**config.mk**
```make
export PLATFORM = sky130hd
export DESIGN_NAME = ninjin_image_mem_arbiter_flat
export DESIGN_NICKNAME = d
export VERILOG_FILES = /design/src/rtl/ninjin_image_mem_arbiter_if.sv /design/src/rtl/ninjin_image_mem_arbiter.sv /design/src/flat_wrapper.sv
export SDC_FILE = /design/constraint.sdc
export NUM_CORES = 1
export LEC_CHECK = 0
export CAP_MARGIN = 20
export CORE_MARGIN = 8
export CORE_UTILIZATION = 30
export CTS_CLUSTER_DIAMETER = 30
export DETAILED_ROUTE_END_ITERATION = 10
export PLACE_DENSITY = 0.87
export REMOVE_ABC_BUFFERS = 1
export SLEW_MARGIN = 30
export SYNTH_ARGS = -nofsm -noshare
export SYNTH_HDL_FRONTEND = slang
export SYNTH_SLANG_ARGS = --single-unit
export TNS_END_PERCENT = 10
```
**constraint.sdc**
```tcl
create_clock -name clk -period 3.6 [get_ports clk]
set_input_delay 0.36 -clock clk [delete_from_list [all_inputs] [get_ports clk]]
set_output_delay 0.36 -clock clk [all_outputs]
set_load 0.01 [all_outputs]
```
**src/rtl/ninjin_image_mem_arbiter_if.sv**
```systemverilog
// Bus bundle between the image-memory arbiter, its two requesters
// (host AXI image slave and accelerator core) and the memory macro.
interface ninjin_image_mem_arbiter_if #(
    parameter int DATA_WIDTH = 32,
    parameter int MEMSIZE    = 10
);
    logic                  host_req;
    logic                  host_lock;
    logic                  host_we;
    logic [MEMSIZE-1:0]    host_addr;
    logic [DATA_WIDTH-1:0] host_wdata;
    logic                  host_gnt;
    logic                  host_rvalid;

    logic                  core_req;
    logic                  core_lock;
    logic                  core_we;
    logic [MEMSIZE-1:0]    core_addr;
    logic [DATA_WIDTH-1:0] core_wdata;
    logic                  core_gnt;
    logic                  core_rvalid;

    logic [DATA_WIDTH-1:0] rdata;

    logic                  mem_en;
    logic                  mem_we;
    logic [MEMSIZE-1:0]    mem_addr;
    logic [DATA_WIDTH-1:0] mem_wdata;
    logic [DATA_WIDTH-1:0] mem_rdata;

    // Requester/memory environment view.
    modport master (
        output host_req, host_lock, host_we, host_addr, host_wdata,
        output core_req, core_lock, core_we, core_addr, core_wdata,
        output mem_rdata,
        input  host_gnt, host_rvalid, core_gnt, core_rvalid, rdata,
        input  mem_en, mem_we, mem_addr, mem_wdata
    );

    // Arbiter view.
    modport slave (
        input  host_req, host_lock, host_we, host_addr, host_wdata,
        input  core_req, core_lock, core_we, core_addr, core_wdata,
        input  mem_rdata,
        output host_gnt, host_rvalid, core_gnt, core_rvalid, rdata,
        output mem_en, mem_we, mem_addr, mem_wdata
    );
endinterface

```
**src/rtl/ninjin_image_mem_arbiter.sv**
```systemverilog
// Single-port image buffer arbiter: host vs. accelerator core.
// One registered owner at a time, lock-aware bursts, fairness quantum,
// and a read-latency tracker that steers rvalid to the issuing side.
module ninjin_image_mem_arbiter #(
    parameter int DATA_WIDTH = 32,
    parameter int MEMSIZE    = 10,
    parameter int RDLAT      = 1,
    parameter int QUANTUM    = 16
) (
    input logic                     clk,
    input logic                     xrst,
    ninjin_image_mem_arbiter_if.slave bus
);
    typedef enum logic [1:0] {IDLE, HOST, CORE} state_t;

    localparam logic [7:0] QMAX = 8'(QUANTUM);

    state_t                state;
    logic                  host_gnt;
    logic                  core_gnt;
    logic                  prio_core;
    logic [7:0]            qcnt;
    logic [7:0]            qnext;
    logic                  host_acc;
    logic                  core_acc;
    logic                  en_mux;
    logic                  we_mux;
    logic [MEMSIZE-1:0]    addr_mux;
    logic [DATA_WIDTH-1:0] wdata_mux;
    logic [RDLAT-1:0]      rd_vld;
    logic [RDLAT-1:0]      rd_core;

    // Memory-side mux and the saturating next value of the quantum counter.
    always_comb begin
        host_acc  = host_gnt && bus.host_req;
        core_acc  = core_gnt && bus.core_req;
        addr_mux  = core_gnt ? bus.core_addr  : bus.host_addr;
        wdata_mux = core_gnt ? bus.core_wdata : bus.host_wdata;
        en_mux    = host_acc || core_acc;
        we_mux    = host_acc ? bus.host_we : (core_acc && bus.core_we);
        qnext     = qcnt;
        if (en_mux && qcnt != QMAX) begin
            qnext = qcnt + 8'd1;
        end
    end

    // Ownership FSM with registered grants, round-robin pointer and quantum.
    // The quantum test uses the post-increment count so an owner gets at most
    // QUANTUM grant cycles before a waiting peer takes over on the same edge.
    always_ff @(posedge clk) begin
        if (xrst) begin
            state     <= IDLE;
            host_gnt  <= 1'b0;
            core_gnt  <= 1'b0;
            prio_core <= 1'b0;
            qcnt      <= '0;
        end else begin
            case (state)
                IDLE: begin
                    qcnt <= '0;
                    if (bus.host_req && (!bus.core_req || !prio_core)) begin
                        state    <= HOST;
                        host_gnt <= 1'b1;
                    end else if (bus.core_req) begin
                        state    <= CORE;
                        core_gnt <= 1'b1;
                    end
                end
                HOST: begin
                    if (bus.host_lock) begin
                        qcnt <= qnext;
                    end else if (!bus.host_req || (qnext == QMAX && bus.core_req)) begin
                        prio_core <= 1'b1;
                        qcnt      <= '0;
                        host_gnt  <= 1'b0;
                        if (bus.core_req) begin
                            state    <= CORE;
                            core_gnt <= 1'b1;
                        end else begin
                            state <= IDLE;
                        end
                    end else begin
                        qcnt <= qnext;
                    end
                end
                CORE: begin
                    if (bus.core_lock) begin
                        qcnt <= qnext;
                    end else if (!bus.core_req || (qnext == QMAX && bus.host_req)) begin
                        prio_core <= 1'b0;
                        qcnt      <= '0;
                        core_gnt  <= 1'b0;
                        if (bus.host_req) begin
                            state    <= HOST;
                            host_gnt <= 1'b1;
                        end else begin
                            state <= IDLE;
                        end
                    end else begin
                        qcnt <= qnext;
                    end
                end
                default: begin
                    state    <= IDLE;
                    host_gnt <= 1'b0;
                    core_gnt <= 1'b0;
                    qcnt     <= '0;
                end
            endcase
        end
    end

    // Read-latency shift register of {valid, issued-by-core}.
    always_ff @(posedge clk) begin
        if (xrst) begin
            rd_vld  <= '0;
            rd_core <= '0;
        end else begin
            rd_vld[0]  <= en_mux && !we_mux;
            rd_core[0] <= core_gnt;
            for (int unsigned i = 1; i < RDLAT; i++) begin
                rd_vld[i]  <= rd_vld[i-1];
                rd_core[i] <= rd_core[i-1];
            end
        end
    end

    assign bus.host_gnt    = host_gnt;
    assign bus.core_gnt    = core_gnt;
    assign bus.mem_en      = en_mux;
    assign bus.mem_we      = we_mux;
    assign bus.mem_addr    = addr_mux;
    assign bus.mem_wdata   = wdata_mux;
    assign bus.host_rvalid = rd_vld[RDLAT-1] && !rd_core[RDLAT-1];
    assign bus.core_rvalid = rd_vld[RDLAT-1] &&  rd_core[RDLAT-1];
    assign bus.rdata       = bus.mem_rdata;
endmodule

```
**src/flat_wrapper.sv**
```systemverilog
// flat-port wrapper written by rule: the top's interface ports become plain ports
module ninjin_image_mem_arbiter_flat 
#(
    parameter int DATA_WIDTH = 32,
    parameter int MEMSIZE    = 10,
    parameter int RDLAT      = 1,
    parameter int QUANTUM    = 16
)
  (clk, xrst, bus_host_req, bus_host_lock, bus_host_we, bus_host_addr, bus_host_wdata, bus_core_req, bus_core_lock, bus_core_we, bus_core_addr, bus_core_wdata, bus_mem_rdata, bus_host_gnt, bus_host_rvalid, bus_core_gnt, bus_core_rvalid, bus_rdata, bus_mem_en, bus_mem_we, bus_mem_addr, bus_mem_wdata);
  ninjin_image_mem_arbiter_if #(.DATA_WIDTH(DATA_WIDTH), .MEMSIZE(MEMSIZE)) bus_i ();
  input logic clk;
  input logic xrst;
  input wire logic [$bits(bus_i.host_req)-1:0] bus_host_req;
  input wire logic [$bits(bus_i.host_lock)-1:0] bus_host_lock;
  input wire logic [$bits(bus_i.host_we)-1:0] bus_host_we;
  input wire logic [$bits(bus_i.host_addr)-1:0] bus_host_addr;
  input wire logic [$bits(bus_i.host_wdata)-1:0] bus_host_wdata;
  input wire logic [$bits(bus_i.core_req)-1:0] bus_core_req;
  input wire logic [$bits(bus_i.core_lock)-1:0] bus_core_lock;
  input wire logic [$bits(bus_i.core_we)-1:0] bus_core_we;
  input wire logic [$bits(bus_i.core_addr)-1:0] bus_core_addr;
  input wire logic [$bits(bus_i.core_wdata)-1:0] bus_core_wdata;
  input wire logic [$bits(bus_i.mem_rdata)-1:0] bus_mem_rdata;
  output wire logic [$bits(bus_i.host_gnt)-1:0] bus_host_gnt;
  output wire logic [$bits(bus_i.host_rvalid)-1:0] bus_host_rvalid;
  output wire logic [$bits(bus_i.core_gnt)-1:0] bus_core_gnt;
  output wire logic [$bits(bus_i.core_rvalid)-1:0] bus_core_rvalid;
  output wire logic [$bits(bus_i.rdata)-1:0] bus_rdata;
  output wire logic [$bits(bus_i.mem_en)-1:0] bus_mem_en;
  output wire logic [$bits(bus_i.mem_we)-1:0] bus_mem_we;
  output wire logic [$bits(bus_i.mem_addr)-1:0] bus_mem_addr;
  output wire logic [$bits(bus_i.mem_wdata)-1:0] bus_mem_wdata;
  assign bus_i.host_req = bus_host_req;
  assign bus_i.host_lock = bus_host_lock;
  assign bus_i.host_we = bus_host_we;
  assign bus_i.host_addr = bus_host_addr;
  assign bus_i.host_wdata = bus_host_wdata;
  assign bus_i.core_req = bus_core_req;
  assign bus_i.core_lock = bus_core_lock;
  assign bus_i.core_we = bus_core_we;
  assign bus_i.core_addr = bus_core_addr;
  assign bus_i.core_wdata = bus_core_wdata;
  assign bus_i.mem_rdata = bus_mem_rdata;
  assign bus_host_gnt = bus_i.host_gnt;
  assign bus_host_rvalid = bus_i.host_rvalid;
  assign bus_core_gnt = bus_i.core_gnt;
  assign bus_core_rvalid = bus_i.core_rvalid;
  assign bus_rdata = bus_i.rdata;
  assign bus_mem_en = bus_i.mem_en;
  assign bus_mem_we = bus_i.mem_we;
  assign bus_mem_addr = bus_i.mem_addr;
  assign bus_mem_wdata = bus_i.mem_wdata;
  ninjin_image_mem_arbiter #(.DATA_WIDTH(DATA_WIDTH), .MEMSIZE(MEMSIZE), .RDLAT(RDLAT), .QUANTUM(QUANTUM)) u_core (.clk(clk), .xrst(xrst), .bus(bus_i));
endmodule
```
**After elaboration in Yosys (flattened, before gate mapping)**

Cells that the tools add are included.

- Input bits: 124
- Register bits: 15

- Add/subtract/negate cells: 1
- Muxes and demuxes: 35
- Eq/ne operators: 12
- Reductions and logical operators: 25

Operator list:

| operator | number |
|---|---|
| 2-to-1 mux 8 bit | 5 |
| 2-to-1 mux 32 bit | 1 |
| 2-to-1 mux 1 bit | 16 |
| case mux 8 bit (2 select lines) | 1 |
| AND reduction 5 bit | 3 |
| 2-to-1 mux 2 bit | 7 |
| logical AND 1 bit | 10 |
| 2-to-1 mux 10 bit | 1 |
| adder 8 x 1 -> 8 bit, second input constant | 1 |
| == test 8 x 5 -> 1 bit, second input constant | 1 |
| != test 2 bit, second input constant | 4 |
| != test 8 x 5 -> 1 bit, second input constant | 1 |
| != test 2 x 1 -> 1 bit, second input constant | 3 |
| case mux 1 bit (3 select lines) | 2 |
| case mux 2 bit (3 select lines) | 1 |
| AND reduction 6 bit | 1 |
| zero test 1 bit | 5 |
| logical OR 1 bit | 4 |
| != test 3 x 2 -> 1 bit, second input constant | 1 |
| == test 2 x 1 -> 1 bit, second input constant | 1 |
| == test 2 bit, second input constant | 1 |
| zero test 2 bit | 1 |
| case mux 1 bit (2 select lines) | 1 |
| nonzero test 2 bit | 1 |

**Logic depth before layout (Yosys ltp)**

Gate-level depths: netlist of the first run.

- Word-level depth: 10
- Gate-level depth with buffers: 9

**Worst setup path before layout of the first run**

OpenSTA, ideal clock, no wires.

- Kind: flip-flop to flip-flop
- Start point: register u_core.core_gnt (netlist: u_core.bus.core_gnt)
- End point: register u_core.core_gnt (netlist: u_core.bus.core_gnt)
- Cell stages (with the launch flop): 8
- Arrival: 2.090 ns
- Data required time: 3.474 ns
- Path slack: 1.384 ns
- Path through: dfxtp_1 -> buf_2 -> a22oi_4 -> nor3_1 -> mux2_2 -> or3_4 -> o31ai_1 -> nor3b_2

- Cells in the longest elaborated chain, start to end: 9
- Elaborated cells on any way between the ends: 17
- Those cells by class: eq/ne (3); mux (6); reduce/logical (8)

RTL lines:

| what | RTL line | source |
|---|---|---|
| start, declared | ninjin_image_mem_arbiter.sv:20 | `logic core_gnt;` |
| start signal, assigned | ninjin_image_mem_arbiter.sv:54 | `core_gnt <= 1'b0;` |
| start signal, assigned | ninjin_image_mem_arbiter.sv:66 | `core_gnt <= 1'b1;` |
| start signal, assigned | ninjin_image_mem_arbiter.sv:78 | `core_gnt <= 1'b1;` |
| logical AND 1 bit | ninjin_image_mem_arbiter.sv:36 | `core_acc = core_gnt && bus.core_req;` |
| logical OR 1 bit | ninjin_image_mem_arbiter.sv:39 | `en_mux = host_acc \|\| core_acc;` |
| logical AND 1 bit | ninjin_image_mem_arbiter.sv:42 | `if (en_mux && qcnt != QMAX) begin` |
| 2-to-1 mux 8 bit | ninjin_image_mem_arbiter.sv:42 |  |
| == test 8 x 5 -> 1 bit | ninjin_image_mem_arbiter.sv:72, ninjin_image_mem_arbiter.sv:89 |  |
| logical AND 1 bit, on equally long branches | ninjin_image_mem_arbiter.sv:89, ninjin_image_mem_arbiter.sv:72 |  |
| logical OR 1 bit, on equally long branches | ninjin_image_mem_arbiter.sv:89, ninjin_image_mem_arbiter.sv:72 |  |
| != test 2 x 1 -> 1 bit (no source line) | n/a |  |
| AND reduction 5 bit (no source line) | n/a |  |

Several ways; a longest one is shown, not always the timed one. The select of a mux whose other input is x is not followed.
A chain may end at the register's enable or synchronous reset.

**Final worst setup path of the first run**

- Start point: input bus_host_req
- End point: register u_core.core_gnt (netlist: u_core.bus.core_gnt)

- Cells in the longest elaborated chain, start to end: 9
- Elaborated cells on any way between the ends: 15
- Those cells by class: eq/ne (4); mux (1); reduce/logical (10)

RTL lines:

| what | RTL line | source |
|---|---|---|
| start, declared | flat_wrapper.sv:13 | `input wire logic [$bits(bus_i.host_req)-1:0] bus_host_req;` |
| logical AND 1 bit | ninjin_image_mem_arbiter.sv:35 | `host_acc = host_gnt && bus.host_req;` |
| logical OR 1 bit | ninjin_image_mem_arbiter.sv:39 |  |
| logical AND 1 bit | ninjin_image_mem_arbiter.sv:42 |  |
| 2-to-1 mux 8 bit | ninjin_image_mem_arbiter.sv:42 |  |
| == test 8 x 5 -> 1 bit | ninjin_image_mem_arbiter.sv:72, ninjin_image_mem_arbiter.sv:89 |  |
| logical AND 1 bit, on equally long branches | ninjin_image_mem_arbiter.sv:89, ninjin_image_mem_arbiter.sv:72 |  |
| logical OR 1 bit, on equally long branches | ninjin_image_mem_arbiter.sv:89, ninjin_image_mem_arbiter.sv:72 |  |
| != test 2 x 1 -> 1 bit (no source line) | n/a |  |
| AND reduction 5 bit (no source line) (*) | n/a |  |
| end signal, assigned | ninjin_image_mem_arbiter.sv:78 |  |
| end signal, assigned | ninjin_image_mem_arbiter.sv:92 | `core_gnt <= 1'b0;` |
| end signal, assigned | ninjin_image_mem_arbiter.sv:106 | `core_gnt <= 1'b0;` |

Every way passes the cells marked *; elsewhere a longest branch is shown, timed or not.

==> results of run 1 <==
==> report_power, final <==
part / total, mW / internal (mW) / switching [mW]
registers: 0.244 / 0.196 / 0.0477
clock network: 0.140 / 0.0785 / 0.0613
logic: 1.01 / 0.599 / 0.412
==> worst reg2reg max path, stage by stage, from the launching register on <==
cell     delay (ns)
dfxtp_1        0.35
or3_4          0.42
o41a_1         0.45
mux2i_1        0.19
or3_4          0.45
o31ai_1        0.29
nor3b_2        0.08
==> per-layer routing <==
metal	vias up	global-route usage, %
met1	862	17.5
met3	8	11.2
li1	908	-
met4	2	4.10
met5	-	3.57
met2	129	26.6
==> placed cells by master (no fill, tap or decap), drive strengths merged, types with 4 or more instances in the layout <==
| master | count |
|---|---|
| nor2 | 16 |
| ha | 6 |
| nand2 | 10 |
| clkbuf | 4 |
| inv | 6 |
| a21oi | 9 |
| dfxtp | 15 |
| clkdlybuf4s50 | 139 |
| mux2 | 44 |
| nor3 | 4 |
| o21ai | 10 |
| nand3 | 4 |
| nor2b | 4 |
==> through the flow <==
step | total power, mW | cells
finish | 1.39 | 387
global route | 1.49 | 387
CTS | 1.41 | 387
detailed placement | 1.27 | 383
global placement | 1.25 | 383
floorplan | 0.782 | 168
==> flip-flops by register name, indices dropped and copies added (netlist names) <==
signal and flops:
u_core.prio_core 1, u_core.rd_vld 1, u_core.state 2, u_core.qcnt 8, u_core.bus.core_gnt 1, u_core.bus.host_gnt 1, u_core.rd_core 1
==> layout make-up <==
type | instances | area (µm²) | share of cell area (%)
Sequential cell | 15 | 302 | 9.90
Clock buffer | 4 | 45.0 | 1.48
Inverter | 6 | 22.5 | 0.740
Multi-Input combinational cell | 147 | 1180 | 38.9
Timing Repair Buffer | 140 | 1400 | 45.9
Tap cell | 75 | 93.8 | 3.08
==> cell usage after synthesis (3+ instances only) <==
library cell / number
mux2_2: 43
buf_4: 33
nor2_1: 16
dfxtp_1: 15
nand2_1: 10
a21oi_1: 9
o21ai_0: 8
ha_1: 6
clkbuf_1: 5
inv_1: 5
buf_1: 4
nand3_1: 4
nor2b_1: 4
nor3_1: 4
and3_1: 3
mux2i_1: 3
nand2b_1: 3
nand3b_1: 3
nand4_1: 3
nor3b_2: 3
xnor2_1: 3
==> logic make-up after synthesis <==
group | share of synthesized area [%]
simple gates | 18.9
fa+ha+maj | 4.16
compound gates | 11.4
xor+xnor | 1.94
flops | 16.6
buf+inv | 17.8
mux | 29.1
==> final timing paths <==
kind / to / slack, ns / from / cells past startpoint
max reg2reg: u_core.bus.core_gnt / 1.25 / u_core.qcnt[5] / 6
min: u_core.state[1] / 0.52 / u_core.state[1] / 2
min reg2reg: u_core.state[1] / 0.52 / u_core.state[1] / 2
max: u_core.bus.core_gnt / 1.04 / bus_host_req / 7
==> results_dict.tcl, run 1 <==
set metrics [dict create \
    synth_sequential_area_ratio_pct 16.6 \
    drive_gt1_share_pct 19.6 \
    period_share_pct 71.1 \
    rows 28 \
    track_usage_pct 16.7 \
    clock_path_buffers 2 \
    routed_via_count_divided_by_cell_count 4.93 \
    start_kind "primary input" \
    cp.required_ns 3.73 \
    grt.overflow.total 0 \
    worstSkewPairLatency_ns 0.25 \
    grt_antenna_before_repair 0 \
    grt_max_degree 38 \
    dp_slack_ns 0.769 \
    nNetsFinal 443 \
    slew-limit-headroom_pct 69.9 \
    top_level_ports 204 \
    met3_wirelength_mm 1.16 \
    detailed_place_hpwl_mm 6.51 \
    cellPowerDensity_nw_per_um2 458 \
    family_of_cells_with_the_greatest_summed_delay_on_the_critical_path "simple AND/OR/NAND/NOR gates" \
    postSynth.asyncResetShare_pct 0 \
    slew_violations 0 \
    placeableCoreArea_um2 5850 \
    period_needed_ns 2.56 \
    path_cells "clkdlybuf4s50_1 > a22oi_4 > nor3_1 > mux2_2 > or3_4 > o31ai_1 > nor3b_2" \
    detailed_place.area_um2 3000 \
    vias_in_the_first_global_route 2114 \
    synth_top_cell_by_area "mux2_2" \
    finalClockSkew_ns 0.00258 \
    place_congestion 0.814 \
    n_antenna_cell 0 \
    cts_max_level 1 \
    cts_repair_resize_count 0 \
    min-delay-path-class "reg -> reg" \
    cp_num_buf_inv 1 \
    floorplan.initialDensity_pct 30.8 \
    detail_route.wirelength_mm 7.60 \
    utilization_pct 52.1 \
    fillers 533 \
    worstMarginPinSlew_ns 0.451 \
    topRoutingLayerUsed "met5" \
    total_die_area_um2 8750 \
    clkTransAtPathRegs_ns 0.06 \
    ctsRootBufferMaster "clkbuf_8" \
    met2WireLength_mm 3.63 \
    die_width_um 93.6 \
    leakagePower_nw 1.11 \
    post-route-drc-count 0 \
    crit_slowest_cell "clkdlybuf4s50_1" \
    synthesis.area_um2 1800 \
    outcome "finished clean" \
    critical_path_peak_fanout 9 \
    worst_path_largest_cell_delay_ns 0.66 \
    stdcell_area_um2 3050 \
    synth_warnings 0 \
    wirelength_met1_mm 2.71 \
    critical_path_arrival_ns 2.69 \
    setup-violations-final 0 \
    detailedRoute.firstPassIterationCount 4 \
    tritoncts.num_buffers 3 \
    post_drt_wl_per_cell_um 19.6 \
    synth-main-ff-cell "dfxtp_1" \
    tritoncts_num_sinks 15 \
    peakVddDrop_v 0.000240 \
    mean_cell_area_of_the_mapped_netlist_um2 8.51 \
    syn2layout_area_growth_pct 68.8 \
    die_h_um 93.6 \
    postSynthCellCount 212 \
    clock_tree_from_tritoncts "done" \
    whs_ns 0.516 \
    initialDrtViolationCount 63 \
    post_cts_hold_buffer_count 0 \
    cts.repair_timing.setup_buffer_count 0 \
    synth_edf_count 0 \
    synth.lib_cells_used.distinct 42 \
    setup.worst_path.end_class "flop" \
    grt_setup_unrepaired "false" \
    num_vias 1909 \
    maxCapViolCount 0 \
    fmax_mhz 391 \
    setup_total_negative_slack_ns 0 \
    postSynthRegisterBits 15 \
    hold_viol_final 0 \
    port_buffers 139 \
    critPathKind "in -> reg" \
    layout_setup_ws_ns 1.04 \
    post_synth_top_area_share_pct 26.8 \
    postRouteAntennaNets 0 \
    synth_top_cells_by_area "mux2_2 (27%), dfxtp_1 (17%), buf_4 (14%)" \
    grt_pass1_wl_mm 11.3 \
]
No activity file was read; power rests on OpenSTA's default activity.
==> inputs of run 2 (changes only) <==
--- a/config.mk
+++ b/config.mk
@@ -7,10 +7,10 @@
 export LEC_CHECK = 0
 export CAP_MARGIN = 20
 export CORE_MARGIN = 8
-export CORE_UTILIZATION = 30
+export CORE_UTILIZATION = 25
 export CTS_CLUSTER_DIAMETER = 30
 export DETAILED_ROUTE_END_ITERATION = 10
-export PLACE_DENSITY = 0.87
+export PLACE_DENSITY = 0.77
 export REMOVE_ABC_BUFFERS = 1
 export SLEW_MARGIN = 30
 export SYNTH_ARGS = -nofsm -noshare
==> constraint.sdc (replaced) <==
create_clock -name clk -period 2.12 [get_ports clk]
set_input_delay 0.212 -clock clk [delete_from_list [all_inputs] [get_ports clk]]
set_output_delay 0.212 -clock clk [all_outputs]
set_load 0.01 [all_outputs]
==> run 2 against run 1 <==
Effect of this change:
- the run now ends with setup timing left
- clock power grew 67%
- power grew 82%
- setup slack lost 1.0 ns
- critical path type is now reg -> reg
- critical endpoint unchanged
==> results_dict.tcl, run 2 (synthesis results as in run 1) <==
set metrics [dict create \
    outcome "finished, violations left" \
    failed_checks "setup timing" \
    leakagePower_nw 1.23 \
    start_kind "flop" \
    detail_route.wirelength_mm 8.02 \
    routed_via_count_divided_by_cell_count 4.54 \
    multi_input_area_um2 1210 \
    regMostFlops "u_core.qcnt" \
    utilization_pct 46.2 \
    largest_regs "u_core.qcnt x8, u_core.state x2" \
    clock_tree_from_tritoncts "done" \
    fmax_mhz 471 \
    maxCapViolCount 0 \
    detailed_place.area_um2 3220 \
    drive_gt1_share_pct 27.2 \
    nNetsFinal 466 \
    ctsRootBufferMaster "clkbuf_8" \
    period_needed_ns 2.12 \
    critical_path_peak_fanout 6 \
    fillers 717 \
    port_buffers 139 \
    setup-violations-final 4 \
    period_share_pct 100 \
    hold_viol_final 0 \
    layout_common_cells "clkdlybuf4s50_1 (139), mux2_2 (43), buf_4 (23)" \
    mostFrequentLayoutCell "clkdlybuf4s50_1" \
    stdcell_area_um2 3290 \
    cellPowerDensity_nw_per_um2 769 \
    tritoncts.num_buffers 3 \
    slew-limit-headroom_pct 76.9 \
    grt_antenna_before_repair 0 \
    detailed_place_hpwl_mm 6.80 \
    worstMarginPinSlew_ns 0.343 \
    largest_register_ffs 8 \
    grt_max_degree 47 \
    cts_max_level 1 \
    slew_violations 0 \
    setup.worst_path.end_class "flop" \
    vias_in_the_first_global_route 2130 \
    layout_setup_ws_ns -0.00499 \
    clock_path_buffers 2 \
    finalClockSkew_ns 0.00376 \
    seqCellArea_um2 304 \
    tritoncts_num_sinks 15 \
    critPathKind "reg -> reg" \
    n_antenna_cell 0 \
    grt_pass1_wl_mm 11.6 \
    detailedRoute.firstPassIterationCount 4 \
    die_h_um 101 \
    cts.repair_timing.setup_buffer_count 0 \
    total_die_area_um2 10200 \
    track_usage_pct 14.8 \
    place_congestion 0.829 \
    post_drt_wl_per_cell_um 18.5 \
    critical_path_arrival_ns 2.26 \
    min-delay-path-class "in -> out" \
    placeableCoreArea_um2 7140 \
    peakVddDrop_v 0.000413 \
    postRouteAntennaNets 0 \
    initialDrtViolationCount 100 \
    num_vias 1972 \
    floorplan.initialDensity_pct 25.3 \
    worstSkewPairLatency_ns 0.25 \
    grt.overflow.total 0 \
    top_level_ports 204 \
    clkTransAtPathRegs_ns 0.06 \
    syn2layout_area_growth_pct 82.6 \
    grt_setup_unrepaired "true" \
    design_power_total_mw 2.53 \
    cp.required_ns 2.26 \
    die_width_um 101 \
    post-route-drc-count 0 \
    rows 31 \
]
[run 2: final timing paths]
path	startpoint	to	slack (ns)	cells past startpoint
setup / recovery	u_core.qcnt[5]	u_core.bus.core_gnt	-0.005	6
setup reg to reg	u_core.qcnt[5]	u_core.bus.core_gnt	-0.005	6
hold reg to reg	u_core.state[0]	u_core.state[0]	0.50	2
hold / removal	bus_mem_rdata[17]	bus_rdata[17]	0.42	0
[run 2: through the flow]
step,worst slack (ns),setup TNS (ns),hold slack [ns],std cells
2_1_floorplan,-0.954,-5.55,0.284,168
3_3_place_gp,-0.257,-1.21,0.424,430
3_5_place_dp,-0.304,-1.34,0.424,430
4_1_cts,-0.00992,-0.0275,0.424,434
5_1_grt,-0.0685,-0.206,0.424,434
6_report,-0.00499,-0.0115,0.424,434
[run 2: repair_timing]
item	in CTS	in global routing
pin swaps	2	1
hold buffers	0	0
setup endpoints to repair	5	5
gates resized for setup	3	7
[run 2: cell type report]
class | instances | area share [%]
clock buffers | 4 | 1.37
repair buffers | 163 | 48.1
well taps | 99 | 3.76
flip-flops and latches | 15 | 9.23
inverters | 6 | 0.684
multi-input cells | 147 | 36.9
[run 2: critical path, stage by stage (launching register included)]
cell and delay [ns]:
dfxtp_1 0.31, or3_4 0.38, o41a_1 0.42, mux2i_1 0.18, or3_4 0.40, o31ai_2 0.25
nor3b_2 0.07
[run 2: where the power goes]
part           total, mW  switching [mW]  internal (mW)
clock network      0.234           0.101          0.133
logic               1.91           0.790           1.12
registers          0.389          0.0548          0.334
[run 2: per-layer routing]
metal / wire [µm] / vias to the layer above / GRT usage (%)
li1: - / 952 / -
met1: 3120 / 912 / 17.1
met2: 3920 / 102 / 23.4
met3: 930 / 6 / 8.49
met4: 45 / 0 / 2.06
met5: 0 / - / 0.546
==> patch 1: new RTL, settings of run 1 <==
`RDLAT` is set to 1 in 2 places; all go to 2.
--- a/src/rtl/ninjin_image_mem_arbiter.sv
+++ b/src/rtl/ninjin_image_mem_arbiter.sv
@@ -4,7 +4,7 @@
 module ninjin_image_mem_arbiter #(
     parameter int DATA_WIDTH = 32,
     parameter int MEMSIZE    = 10,
-    parameter int RDLAT      = 1,
+    parameter int RDLAT      = 2,
     parameter int QUANTUM    = 16
 ) (
     input logic                     clk,
--- a/src/flat_wrapper.sv
+++ b/src/flat_wrapper.sv
@@ -3,7 +3,7 @@
 #(
     parameter int DATA_WIDTH = 32,
     parameter int MEMSIZE    = 10,
-    parameter int RDLAT      = 1,
+    parameter int RDLAT      = 2,
     parameter int QUANTUM    = 16
 )
   (clk, xrst, bus_host_req, bus_host_lock, bus_host_we, bus_host_addr, bus_host_wdata, bus_core_req, bus_core_lock, bus_core_we, bus_core_addr, bus_core_wdata, bus_mem_rdata, bus_host_gnt, bus_host_rvalid, bus_core_gnt, bus_core_rvalid, bus_rdata, bus_mem_en, bus_mem_we, bus_mem_addr, bus_mem_wdata);
Check against the original RTL: not equivalent (a bounded check fails within 4 cycles, from zero or initial values and one cycle with xrst high).
==> patch 1 against run 1 <==
  * Critical path depth rose by 1
  * Worst setup slack improved by 0.077 ns
  * Sequential cell count rose by 2
  * Count of clock-buffer cells in the layout fell by 1
  * Final area rose by 0.58%
  * Wire length rose by 4.4%
  * Power fell by 10%
  * Synthesized area rose by 0.62%
==> patch 1: results (changes against run 1) <==
- Most frequent cells after synthesis: sky130_fd_sc_hd__mux2_2, sky130_fd_sc_hd__buf_4, sky130_fd_sc_hd__dfxtp_1 (was sky130_fd_sc_hd__mux2_2, sky130_fd_sc_hd__buf_4, sky130_fd_sc_hd__nor2_1).
- The post-route clock skew was 0.00174 ns (was 0.00258 ns).
- The hold slack is 0.441 ns (was 0.516 ns).
- The total global-route track usage is 16.8% (was 16.7%).
- The highest clock rate is 403 MHz (was 391 MHz).
- The count of fill cells added during filler insertion is 546 (was 533).
- The internal reg-to-reg setup slack came to 1.21 ns (was 1.25 ns).
- Ranking of synthesized cells by area: sky130_fd_sc_hd__mux2_2, sky130_fd_sc_hd__dfxtp_1, sky130_fd_sc_hd__buf_4, sky130_fd_sc_hd__ha_1, sky130_fd_sc_hd__nor2_1 (unchanged).
- The leakage dissipation is 0.00115 µW (was 0.00111 µW).
- The post-placement cell count is 381 (was 383).
- The fraction of synthesized area in multiplexers was 26.7% (was 29.1%).
- The count of cells along the worst hold path was 1 (was 2).
- The xor/xnor share of the synthesized area was 2.89% (was 1.94%).
- The worst setup timing slack at the placement stage was 0.952 ns (was 0.769 ns).
- The post-synthesis sequential area ratio was 18.7% (was 16.6%).
- The number of DRC violations after detailed-routing iteration 0 is 115 (was 63).
- The end point of the worst hold path is u_core.rd_core[1]$_SDFF_PP0_ (was u_core.state[1]$_SDFFE_PP0P_).
- The adder-cell area share of the yosys netlist is 4.14% (was 4.16%).
- The area added between synthesis and finish came to 68.7% (was 68.8%).
- The number of distinct library cell variants in the gate-level netlist after synthesis is 47 (was 42).
- The number of standard cells after synthesis is 207 (was 212).
- The worst slew slack as a fraction of its limit is 62.8% (was 69.9%).
- The initial antenna violation count is 0 (unchanged).
- The routed length per instance is 20.6 µm (was 19.6 µm).
- The global-route wire length before repair came to 11,300 µm (about the same).
- The share of the synthesized area in compound gates (AO/OA/AOI/OAI) was 13.4% (was 11.4%).
- The final weighted congestion in routability-driven placement is 0.918 (was 0.814).
- The HPWL reported at the end of detailed placement came to 6720 µm (was 6510 µm).
- The startpoint of the worst hold path is u_core.rd_core[0]$_SDFF_PP0_ (was u_core.state[1]$_SDFFE_PP0P_).
- The terminus of the critical flop-to-flop path is u_core.bus.host_gnt$_SDFFE_PP0P_ (was u_core.bus.core_gnt$_SDFFE_PP0P_).
- Result of the run: complete, no violations (unchanged).
- The largest net degree at the start of global routing is 46 (was 38).
- The number of vias after detailed routing is 1,959 (was 1,909).
- The reg-to-reg startpoint is u_core.qcnt[0]$_SDFF_PP0_ (was u_core.qcnt[5]$_SDFF_PP0_).
- The total placed instance area was 3020 µm² (was 3000 µm²).
- The detailed-route wire length is 7940 µm (was 7600 µm).
- The length of the first detailed-routing pass in iterations is 5 (was 4).
- The post-CTS clock slew at the launch and capture registers of the worst setup and hold paths is 0.07 ns.
[patch 1: cell count changes after synthesis, moves of 3 or more]
| cell | change |
|---|---|
| sky130_fd_sc_hd__a21oi_1 | -3 |
| sky130_fd_sc_hd__xor2_1 | +3 |
| sky130_fd_sc_hd__clkbuf_1 | -5 |
| sky130_fd_sc_hd__nor3b_2 | -3 |
| sky130_fd_sc_hd__and3_1 | -3 |
| sky130_fd_sc_hd__nand3_1 | +3 |
| sky130_fd_sc_hd__mux2i_1 | -3 |
| sky130_fd_sc_hd__nor2_1 | -3 |
[patch 1: cell type report]
type                    instances  share of cell area (%)
clock buffers                   3                    1.35
well taps                      75                    3.06
clock inverters                 1                   0.163
repair buffers                140                    45.7
flip-flops and latches         17                    11.2
inverters                       8                   0.980
multi-input cells             141                    37.6
[patch 1: metal layers]
layer / wire length (µm) / track usage (%) / up-vias
met1: 2970 / 17.5 / 914
met5: 0 / 0.595 / -
li1: - / - / 910
met3: 1110 / 11.0 / 8
met2: 3770 / 27.0 / 127
met4: 102 / 4.62 / 0
[patch 1: worst max-delay path, stage by stage]
cell	delay, ns
sky130_fd_sc_hd__clkdlybuf4s50_1	0.61
sky130_fd_sc_hd__a22oi_4	0.33
sky130_fd_sc_hd__inv_2	0.12
sky130_fd_sc_hd__and4_1	0.23
sky130_fd_sc_hd__nor3_1	0.24
sky130_fd_sc_hd__nand4_2	0.21
sky130_fd_sc_hd__o21a_2	0.29
sky130_fd_sc_hd__o211a_1	0.24
[patch 1: where the power goes]
group	leakage (µW)	switching [µW]	internal (µW)
clock network	0.0000255	68.5	76.8
registers	0.000139	28.8	217
logic	0.000990	359	505
==> patch 2: new RTL, flow settings as in run 1 <==
Without the edit above. Encoding of `state_t`: now one-hot (3 bits for 3 states).
--- a/src/rtl/ninjin_image_mem_arbiter.sv
+++ b/src/rtl/ninjin_image_mem_arbiter.sv
@@ -11,7 +11,7 @@
     input logic                     xrst,
     ninjin_image_mem_arbiter_if.slave bus
 );
-    typedef enum logic [1:0] {IDLE, HOST, CORE} state_t;
+    typedef enum logic [2:0] {IDLE = 3'b001, HOST = 3'b010, CORE = 3'b100} state_t;
 
     localparam logic [7:0] QMAX = 8'(QUANTUM);
 
Function: no difference found for any inputs over 10 cycles, from zero or initial values and one cycle with xrst high; not proved beyond that.
==> patch 2 against run 1 <==
  * Via count is 1.3% higher
  * Non-clock buffer count is 2 higher
  * Synthesized area is 1.0% higher
  * Global-route usage is 0.74 points higher
  * Hold slack better by 0.10 ns
  * Worst setup slack worse by 0.22 ns
  * Wire length is 7.2% higher
  * Sequential cell count is 1 higher
  * Sequential power is 5% lower
  * Power is 24% lower
  * Count of clock-buffer cells in the layout stayed put
  * Final area is 1.5% higher
  * Sequential share of layout area is 0.50 points higher
  * Critical endpoint is now u_core.bus.host_gnt$_SDFFE_PP0P_
==> patch 2: results (changes against run 1) <==
- The dominant register cell in the synthesized netlist was sky130_fd_sc_hd__dfxtp_1 (unchanged).
- The initial antenna violation count is 0 (unchanged).
- The post-route clock skew is 0.00436 ns (was 0.00258 ns).
- The number of vias after detailed routing is 1,934 (was 1,909).
- The routed length per instance is 21.1 µm (was 19.6 µm).
- The data arrival time of the critical path is 2.91 ns (was 2.69 ns).
- Largest registers: u_core.qcnt: 8 flops, u_core.state: 3 flops (was u_core.qcnt: 8 flops, u_core.state: 2 flops).
- The layout cell share with drive strength beyond 1 was 21.2% (was 19.6%).
- The startpoint of the worst hold path was u_core.qcnt[5]$_SDFF_PP0_ (was u_core.state[1]$_SDFFE_PP0P_).
- The worst ir drop on vdd came to 0.155 mV (was 0.240 mV).
- The total number of nets in the final design is 438 (was 443).
- The post-CTS clock slew at the launch and capture registers of the worst setup and hold paths came to 0.06 ns (about the same).
- The buffers inserted during post-CTS setup optimization came to 0 (unchanged).
- The number of DRC violations after detailed-routing iteration 0 is 127 (was 63).
- The slowest library cell on the worst path is sky130_fd_sc_hd__clkdlybuf4s50_1 (unchanged).
- The total global-route track usage is 17.4% (was 16.7%).
- The post-synthesis sequential area ratio is 17.6% (was 16.6%).
- The maximum level of the CTS H-tree came to 1 (unchanged).
- The number of distinct library cell variants in the gate-level netlist after synthesis was 49 (was 42).
- Most frequent cells after synthesis: sky130_fd_sc_hd__mux2_2, sky130_fd_sc_hd__buf_4, sky130_fd_sc_hd__dfxtp_1 (was sky130_fd_sc_hd__mux2_2, sky130_fd_sc_hd__buf_4, sky130_fd_sc_hd__nor2_1).
- Result of the run: complete, no violations (unchanged).
- The global-route wire length before repair is 11,600 µm (was 11,300 µm).
- The largest net degree at the start of global routing is 46 (was 38).
- The slew at the pin with the worst max-slew slack is 0.536 ns (was 0.451 ns).
- The HPWL reported at the end of detailed placement is 7120 µm (was 6510 µm).
- The leakage dissipation is 0.00112 µW (was 0.00111 µW).
- The async set or reset register ratio after synthesis is 0% (unchanged).
- The count of fill cells added during filler insertion came to 538 (was 533).
- The type of the worst min-delay path is reg -> reg (unchanged).
- The reg-to-reg startpoint is u_core.qcnt[0]$_SDFF_PP0_ (was u_core.qcnt[5]$_SDFF_PP0_).
- The length of the first detailed-routing pass in iterations is 5 (was 4).
- The launching instance or port of the critical path is bus_host_req (unchanged).
- The delay of the slowest cell on the worst path is 0.49 ns (was 0.66 ns).
- The final weighted congestion in routability-driven placement is 0.874 (was 0.814).
- For the worst-skew pair, the clock arrives at the later sink with an insertion delay of roughly 0.26 ns.
- Ranking of synthesized cells by area: sky130_fd_sc_hd__mux2_2, sky130_fd_sc_hd__dfxtp_1, sky130_fd_sc_hd__buf_4, sky130_fd_sc_hd__nor2_1, sky130_fd_sc_hd__xnor2_1 (was sky130_fd_sc_hd__mux2_2, sky130_fd_sc_hd__dfxtp_1, sky130_fd_sc_hd__buf_4, sky130_fd_sc_hd__ha_1, sky130_fd_sc_hd__nor2_1).
- The via count of the first global-routing pass was 2,079 (was 2,114).
- The total placed instance area is 3040 µm² (was 3000 µm²).
- The worst setup timing slack at the placement stage was 0.551 ns (was 0.769 ns).
[patch 2: layer usage]
metal,track usage [%],up-vias,wire length [µm]
li1,-,912,-
met1,17.5,887,2780
met2,29.0,126,4080
met3,11.9,9,1140
met4,3.96,0,158
met5,0,-,0
[patch 2: layout make-up]
cell class,instances,share of cell area [%]
clock buffers,4,1.78
well taps,75,3.04
flip-flops and latches,16,10.4
multi-input cells,143,38.3
inverters,6,0.729
repair buffers,142,45.7
[patch 2: kinds of logic (layout without fill, tap and decap cells)]
kind of cell | count (synthesis) | in the layout | share of synthesized area (%)
buffers and inverters | 50 | 152 | 17.5
adder cells (fa/ha/maj) | 2 | 2 | 1.37
AND/OR/NAND/NOR | 58 | 58 | 17.9
AO/OA/AOI/OAI | 30 | 30 | 13.6
flip-flops | 16 | 16 | 17.6
XOR/XNOR | 9 | 9 | 4.32
multiplexers | 44 | 44 | 27.7
[patch 2: critical path: cells and delay by family]
| family | cells | cell delay (ns) |
|---|---|---|
| xor+xnor | 1 | 0.21 |
| compound gates | 3 | 0.85 |
| buf+inv | 2 | 0.64 |
| simple gates | 3 | 0.84 |
[patch 2: stage by stage]
step	util, %	total power (µW)	instances
floorplan	-	546	165
global placement	51.6	893	382
detailed placement	51.6	903	382
CTS	52.5	1070	386
global route	52.5	1110	386
finish	52.5	1060	386
[patch 2: final timing paths]
| kind | depth (start not counted) | to | slack (ns) |
|---|---|---|---|
| max | 9 | u_core.bus.host_gnt$_SDFFE_PP0P_ | 0.82 |
| min | 2 | u_core.qcnt[5]$_SDFF_PP0_ | 0.62 |
| max reg2reg | 9 | u_core.bus.host_gnt$_SDFFE_PP0P_ | 0.85 |
| min reg2reg | 2 | u_core.qcnt[5]$_SDFF_PP0_ | 0.62 |
[patch 2: report_power, final]
| part | switching [µW] | internal (µW) |
|---|---|---|
| Sequential | 34.3 | 197 |
| Clock | 64.6 | 97.2 |
| Combinational | 262 | 401 |
